`config.mk`:
```
export PLATFORM = sky130hd
export DESIGN_NAME = uart_tx_frame
export DESIGN_NICKNAME = d
export VERILOG_FILES = /design/src/rtl/uart_pkg.sv /design/src/rtl/uart_baud_tick.sv /design/src/rtl/uart_tx_frame.sv
export SDC_FILE = /design/constraint.sdc
export NUM_CORES = 1
export LEC_CHECK = 0
export BUFFER_PORTS_ARGS = -buffer_cell sky130_fd_sc_hd__buf_2
export CAP_MARGIN = 25
export CORE_ASPECT_RATIO = 1.4
export CORE_MARGIN = 2
export CORE_UTILIZATION = 65
export CTS_BUF_LIST = sky130_fd_sc_hd__clkbuf_8
export CTS_CLUSTER_SIZE = 20
export DETAILED_ROUTE_END_ITERATION = 8
export GPL_TIMING_DRIVEN = 0
export PLACE_DENSITY = 0.87
export SLEW_MARGIN = 20
export SYNTH_ARGS = -nofsm -noshare
export SYNTH_HDL_FRONTEND = slang
export SYNTH_SLANG_ARGS = --single-unit
```
`constraint.sdc`:
```
create_clock -name clk -period 6.82 [get_ports clk]
set_clock_uncertainty 0.2 [all_clocks]
set_input_delay 0.682 -clock clk [delete_from_list [all_inputs] [get_ports clk]]
set_output_delay 0.682 -clock clk [all_outputs]
set_load 0.01 [all_outputs]
```
`src/rtl/uart_pkg.sv`:
```
// Shared types and helpers for the UART transmit path (and later the receive path).
// Holds parity modes, transmitter FSM states and the parity-bit rule.
package uart_pkg;

    localparam int DATA_W_MIN = 5;
    localparam int DATA_W_MAX = 16;

    typedef enum logic [1:0] {
        PAR_NONE = 2'b00,
        PAR_EVEN = 2'b01,
        PAR_ODD  = 2'b10,
        PAR_RSVD = 2'b11
    } parity_mode_t;

    typedef enum logic [2:0] {
        IDLE   = 3'd0,
        START  = 3'd1,
        DATA   = 3'd2,
        PARITY = 3'd3,
        STOP   = 3'd4
    } tx_state_t;

    function automatic logic has_parity(input parity_mode_t mode);
        return (mode == PAR_EVEN) || (mode == PAR_ODD);
    endfunction

    // Data is zero-extended by the caller; zero padding does not change the XOR.
    function automatic logic parity_bit(input logic [DATA_W_MAX-1:0] data,
                                        input parity_mode_t          mode,
                                        input logic                  err);
        logic p;
        p = 1'b0;
        case (mode)
            PAR_EVEN: p = ^data;
            PAR_ODD:  p = ~^data;
            default:  p = 1'b0;
        endcase
        return p ^ err;
    endfunction

endpackage

```
`src/rtl/uart_baud_tick.sv`:
```
// Bit-period timer: down-counter reloaded at each bit start, bit_end marks its last cycle.
// Shared between the transmit and receive paths.
module uart_baud_tick #(
    parameter int DIV_W = 16
) (
    input  logic             clk_sys,
    input  logic             rst_b,
    input  logic             load,
    input  logic [DIV_W-1:0] load_val,
    output logic             bit_end
);

    logic [DIV_W-1:0] cnt_q;
    logic [DIV_W-1:0] cnt_d;

    always_comb begin
        cnt_d = cnt_q;
        if (load) begin
            cnt_d = load_val;
        end else if (cnt_q != '0) begin
            cnt_d = cnt_q - DIV_W'(1);
        end
    end

    always_ff @(posedge clk_sys or negedge rst_b) begin
        if (!rst_b) begin
            cnt_q <= '0;
        end else begin
            cnt_q <= cnt_d;
        end
    end

    assign bit_end = (cnt_q == '0);

endmodule

```
`src/rtl/uart_tx_frame.sv`:
```
// UART frame transmitter: start, LSB-first data, optional parity, one or two stop bits.
// Frame configuration is latched on each accepted word, so mid-frame input changes are ignored.
//
//   state  | meaning
//   IDLE   | line high, waiting for a word
//   START  | start bit (Tx=0)
//   DATA   | data bit idx_q, LSB first
//   PARITY | parity bit, optionally inverted for error injection
//   STOP   | one or two stop bits; last cycle pulses frame_done and can accept the next word
module uart_tx_frame
    import uart_pkg::*;
#(
    parameter int DATA_W = 8,
    parameter int DIV_W  = 16
) (
    input  logic              clk,
    input  logic              reset,
    input  logic              valid,
    output logic              ready,
    input  logic [DATA_W-1:0] data_in,
    input  logic              err_inj,
    input  logic [1:0]        parity_mode,
    input  logic              two_stop,
    input  logic [DIV_W-1:0]  baud_div,
    output logic              Tx,
    output logic              busy,
    output logic              frame_done
);

    localparam int IDX_W = $clog2(DATA_W);
    localparam logic [IDX_W-1:0] LAST_IDX = IDX_W'(DATA_W - 1);

    generate
        if (DATA_W < DATA_W_MIN || DATA_W > DATA_W_MAX) begin : g_bad_data_w
            $error("uart_tx_frame: DATA_W must lie in 5..16");
        end
    endgenerate

    tx_state_t         state_q,  state_d;
    logic [IDX_W-1:0]  idx_q,    idx_d;
    logic              stop2_q,  stop2_d;
    logic [DATA_W-1:0] data_q,   data_d;
    logic              err_q,    err_d;
    parity_mode_t      mode_q,   mode_d;
    logic              two_q,    two_d;
    logic [DIV_W-1:0]  div_q,    div_d;

    logic             bit_end;
    logic             last_stop;
    logic             xfer;
    logic             tick_load;
    logic [DIV_W-1:0] tick_val;
    logic             par_bit;

    assign last_stop  = (state_q == STOP) && bit_end && (!two_q || stop2_q);
    assign ready      = (state_q == IDLE) || last_stop;
    assign frame_done = last_stop;
    assign busy       = (state_q != IDLE);
    assign xfer       = valid && ready;

    // A new word restarts the timer with its own divider; otherwise each bit end reloads.
    assign tick_load = xfer || bit_end;
    assign tick_val  = xfer ? baud_div : div_q;

    uart_baud_tick #(
        .DIV_W (DIV_W)
    ) u_baud_tick (
        .clk_sys  (clk),
        .rst_b    (reset),
        .load     (tick_load),
        .load_val (tick_val),
        .bit_end  (bit_end)
    );

    assign par_bit = parity_bit(DATA_W_MAX'(data_q), mode_q, err_q);

    always_comb begin
        state_d = state_q;
        idx_d   = idx_q;
        stop2_d = stop2_q;
        data_d  = data_q;
        err_d   = err_q;
        mode_d  = mode_q;
        two_d   = two_q;
        div_d   = div_q;

        case (state_q)
            IDLE: begin
            end
            START: begin
                if (bit_end) begin
                    state_d = DATA;
                    idx_d   = '0;
                end
            end
            DATA: begin
                if (bit_end) begin
                    if (idx_q == LAST_IDX) begin
                        state_d = has_parity(mode_q) ? PARITY : STOP;
                        stop2_d = 1'b0;
                    end else begin
                        idx_d = idx_q + IDX_W'(1);
                    end
                end
            end
            PARITY: begin
                if (bit_end) begin
                    state_d = STOP;
                    stop2_d = 1'b0;
                end
            end
            STOP: begin
                if (bit_end) begin
                    if (!two_q || stop2_q) begin
                        state_d = IDLE;
                    end else begin
                        stop2_d = 1'b1;
                    end
                end
            end
            default: state_d = IDLE;
        endcase

        // Accepting a word overrides the above, which is how back-to-back frames skip IDLE.
        if (xfer) begin
            state_d = START;
            idx_d   = '0;
            stop2_d = 1'b0;
            data_d  = data_in;
            err_d   = err_inj;
            mode_d  = parity_mode_t'(parity_mode);
            two_d   = two_stop;
            div_d   = baud_div;
        end
    end

    always_ff @(posedge clk or negedge reset) begin
        if (!reset) begin
            state_q <= IDLE;
            idx_q   <= '0;
            stop2_q <= 1'b0;
            data_q  <= '0;
            err_q   <= 1'b0;
            mode_q  <= PAR_NONE;
            two_q   <= 1'b0;
            div_q   <= '0;
        end else begin
            state_q <= state_d;
            idx_q   <= idx_d;
            stop2_q <= stop2_d;
            data_q  <= data_d;
            err_q   <= err_d;
            mode_q  <= mode_d;
            two_q   <= two_d;
            div_q   <= div_d;
        end
    end

    always_comb begin
        Tx = 1'b1;
        case (state_q)
            START:   Tx = 1'b0;
            DATA:    Tx = data_q[idx_q];
            PARITY:  Tx = par_bit;
            default: Tx = 1'b1;
        endcase
    end

endmodule

```
==> results.tsv <==
metric	value	unit
outcome	finished, final reports clean	
placed_area	3128	um^2
setup_tns	0	ps
postRouteAntennaNets	0	
setup_viol	0	
cts_hold_buffers	0	
final-max-slew-violation-count	0	
finalNetCount	361	
grt_overflow	0	
wirelength	6123	um
die_area	4959	um^2
crit_required	5940	ps
finalCritPeriodShare	50.16	%
synth_cell_types	51	
seq_area_frac_synth	44.58	%
finalHoldViolations	0	
std_cell_rows	28	
synth_nets	319	
r2r_cells	7	
yosys_warnings	0	
antennaDiodeCount	0	
drt_drc_violations_left	0	
cp_max_fo	10	
numCtsBuffers	5	
io_pins	35	
grt_usage	26.66	%
p_int	745.8	uW
post-route-util	75.89	%
ys_ff_latch	51	
synthCells	282	
critPathSlowestCell	nor4b_4	
num-fill-cells	305	
hold_slack	132.3	ps
port_buffers	34	
grt_max_degree	31	
design_area	3217	um^2
pwr-share-clk	14.7	%
dr_total_vias	2252	
end_kind	primary output	
grt_pass1_wl	10010	um
cts.sinks	51	
synth_flop_cell	dfrtp_1	
drtIter0Drc	104	
hp-class	input pin to async pin	
peakVddDrop	279.7	uV
avgSynthCellArea	10.15	um^2
ff2ff_setup_slack	4160	ps
grt_pass1_vias	2268	
dp_hpwl	4661	um
syn_area	2863	um^2
fmax	292.3	MHz
path_common_cell	buf_2	
max-cap-violations	0	
gp_congestion	0.7981	
fp.coreArea	4239	um^2
drt_pass1_iterations	4	
final_layout_size_suffix_gt1_share	23.08	%
power.total	1.173	mW
cts_resized	0	
arrival	2540	ps
synth_edf_count	0	
crit_chain	inv_1 > ha_1 > nor4b_4 > a31oi_4 > buf_2 > nor3_1 > buf_2	
insertion_delay	300	ps
synthArstFlopShare	100.0	%
p_comb_share	39.1	%
p_per_area	364.7	nW/um^2
antenna_found_initial	0	
cts_htree_levels	2	
viasPerCell	5.849	
p_leak	1.399	nW
seq_power_share	46.2	%
tightest_slew	670.5	ps
start_util	67.53	%
dieHeight	82.53	um
cp-start-kind	flop	
crit_type	flop to primary output	
cp_slowest_stage_delay	570	ps
cts_setup_buffers	0	
cts_tree	yes	
dieWidth	60.09	um
syn_to_final_growth	12.37	%
switching_share	36.43	%
p_sw	427.5	uW
rsz0062_at_grt	false	
final.min_clock_period	3421	ps
cts-root-buf	clkbuf_8	
reg2reg_to	data_q[6]$_DFFE_PN0P_	
wl_per_cell	15.90	um
max_slew_margin	55.11	%
clk_pin_slew	90	ps
clockBufferDepth	2	
reg2reg_from	u_baud_tick.cnt_q[0]$_DFFE_PN0P_	
sequential cells by signal, indices dropped and copies added (netlist names):
signal             cells
stop2_q                1
mode_q                 2
div_q                 16
state_q                3
data_q                 8
two_q                  1
u_baud_tick.cnt_q     16
err_q                  1
idx_q                  3
through the flow:
stage / setup WS (ps) / cells
after floorplan: 4218 / 282
after global placement: 3811 / 376
after detailed placement: 3763 / 377
after CTS: 3411 / 385
after global routing: 3287 / 385
final: 3399 / 385
power groups by stage:
stage          clock network [mW]  logic, mW  registers [mW]
6_report                    0.172      0.459           0.542
5_1_grt                     0.184      0.509           0.559
4_1_cts                     0.174      0.459           0.542
3_5_place_dp                    0      0.455           0.548
3_3_place_gp                    0      0.433           0.540
2_1_floorplan                   0      0.362           0.522
synthesized netlist by cell type (2+ instances only):
cell | instances | share of area [%]
dfrtp_1 | 51 | 45
inv_1 | 25 | 3.3
o21ai_0 | 25 | 4.4
a31oi_1 | 20 | 4.4
a22oi_1 | 16 | 4.2
xnor2_1 | 16 | 4.9
nand2_1 | 12 | 1.6
nor2_1 | 12 | 1.6
o21ai_1 | 10 | 1.7
clkbuf_1 | 8 | 1.0
mux2_4 | 8 | 4.2
a21oi_1 | 6 | 1.0
ha_1 | 6 | 2.6
buf_2 | 4 | 0.70
mux2_2 | 4 | 1.6
nand2b_1 | 4 | 0.87
nand3_1 | 4 | 0.70
nor3_1 | 4 | 0.70
nor4_1 | 4 | 0.87
xor2_1 | 4 | 1.2
buf_4 | 2 | 0.52
mux2i_1 | 2 | 0.70
mux4_2 | 2 | 1.6
nand4_1 | 2 | 0.44
nand4b_1 | 2 | 0.61
nor2b_1 | 2 | 0.44
o32a_1 | 2 | 0.70
or3_1 | 2 | 0.44
layout make-up:
type                       instances  area [um^2]  share of cell area (%)
multi-input combinational        190         1403                   43.60
clock inverter                     3        20.02                  0.6223
sequential                        51         1276                   39.67
tap                               60        75.07                   2.334
timing repair buffer              35        190.2                   5.912
buffer                            16        90.09                   2.800
inverter                          25        93.84                   2.917
clock buffer                       5        68.82                   2.139
cell usage in the layout (no fill, tap or decap), drive strengths merged, types with 2 or more instances in the layout:
cell and instances:
nand2b 4, mux4 2, nor2 13, a21oi 6, nand4 2, o32a 2, buf 42, a22oi 16
dfrtp 51, or3 2, a31oi 21, nand4b 2, o21ai 35, mux2 13, nand2 13, nand3 4
clkinvlp 2, nor2b 2, inv 25, ha 6, clkbuf 14, mux2i 2, xor2 4, xnor2 16
nor4 4, nor3 6
critical path, delay by kind of cell (launching register included):
family,cells,cell delay (ps)
adder cells (fa/ha/maj),1,180
AND/OR/NAND/NOR,2,780
flip-flops,1,440
AO/OA/AOI/OAI,1,290
buffers and inverters,3,540
cells by family (layout without fill, tap and decap cells):
| logic type | after synthesis | after routing | synth area share [%] |
|---|---|---|---|
| compound gates | 88 | 88 | 19.62 |
| xor+xnor | 20 | 20 | 6.119 |
| fa+ha+maj | 6 | 6 | 2.622 |
| buf+inv | 41 | 84 | 6.425 |
| flops | 51 | 51 | 44.58 |
| mux | 17 | 17 | 8.435 |
| simple gates | 59 | 59 | 12.19 |
how the worst max path moves through the flow:
stage,startpoint,to,slack [ps],cells after the start
2_1_floorplan,idx_q[2]$_DFFE_PN0P_,Tx,4220,4
3_3_place_gp,u_baud_tick.cnt_q[0]$_DFFE_PN0P_,ready,3810,7
3_5_place_dp,u_baud_tick.cnt_q[0]$_DFFE_PN0P_,ready,3760,7
4_1_cts,u_baud_tick.cnt_q[0]$_DFFE_PN0P_,ready,3410,7
5_1_grt,u_baud_tick.cnt_q[0]$_DFFE_PN0P_,ready,3290,7
6_report,u_baud_tick.cnt_q[0]$_DFFE_PN0P_,ready,3400,7
metal layers:
metal	up-vias	wire length (um)	share of wire (%)	GRT usage, %
met4	0	104	1.7	9.333
met5	-	0	0	0
met1	1092	2481	41	31.40
met3	13	169	2.8	3.115
met2	51	3369	55	49.02
li1	1096	-	-	-
No activity file was read; power rests on OpenSTA's default activity.
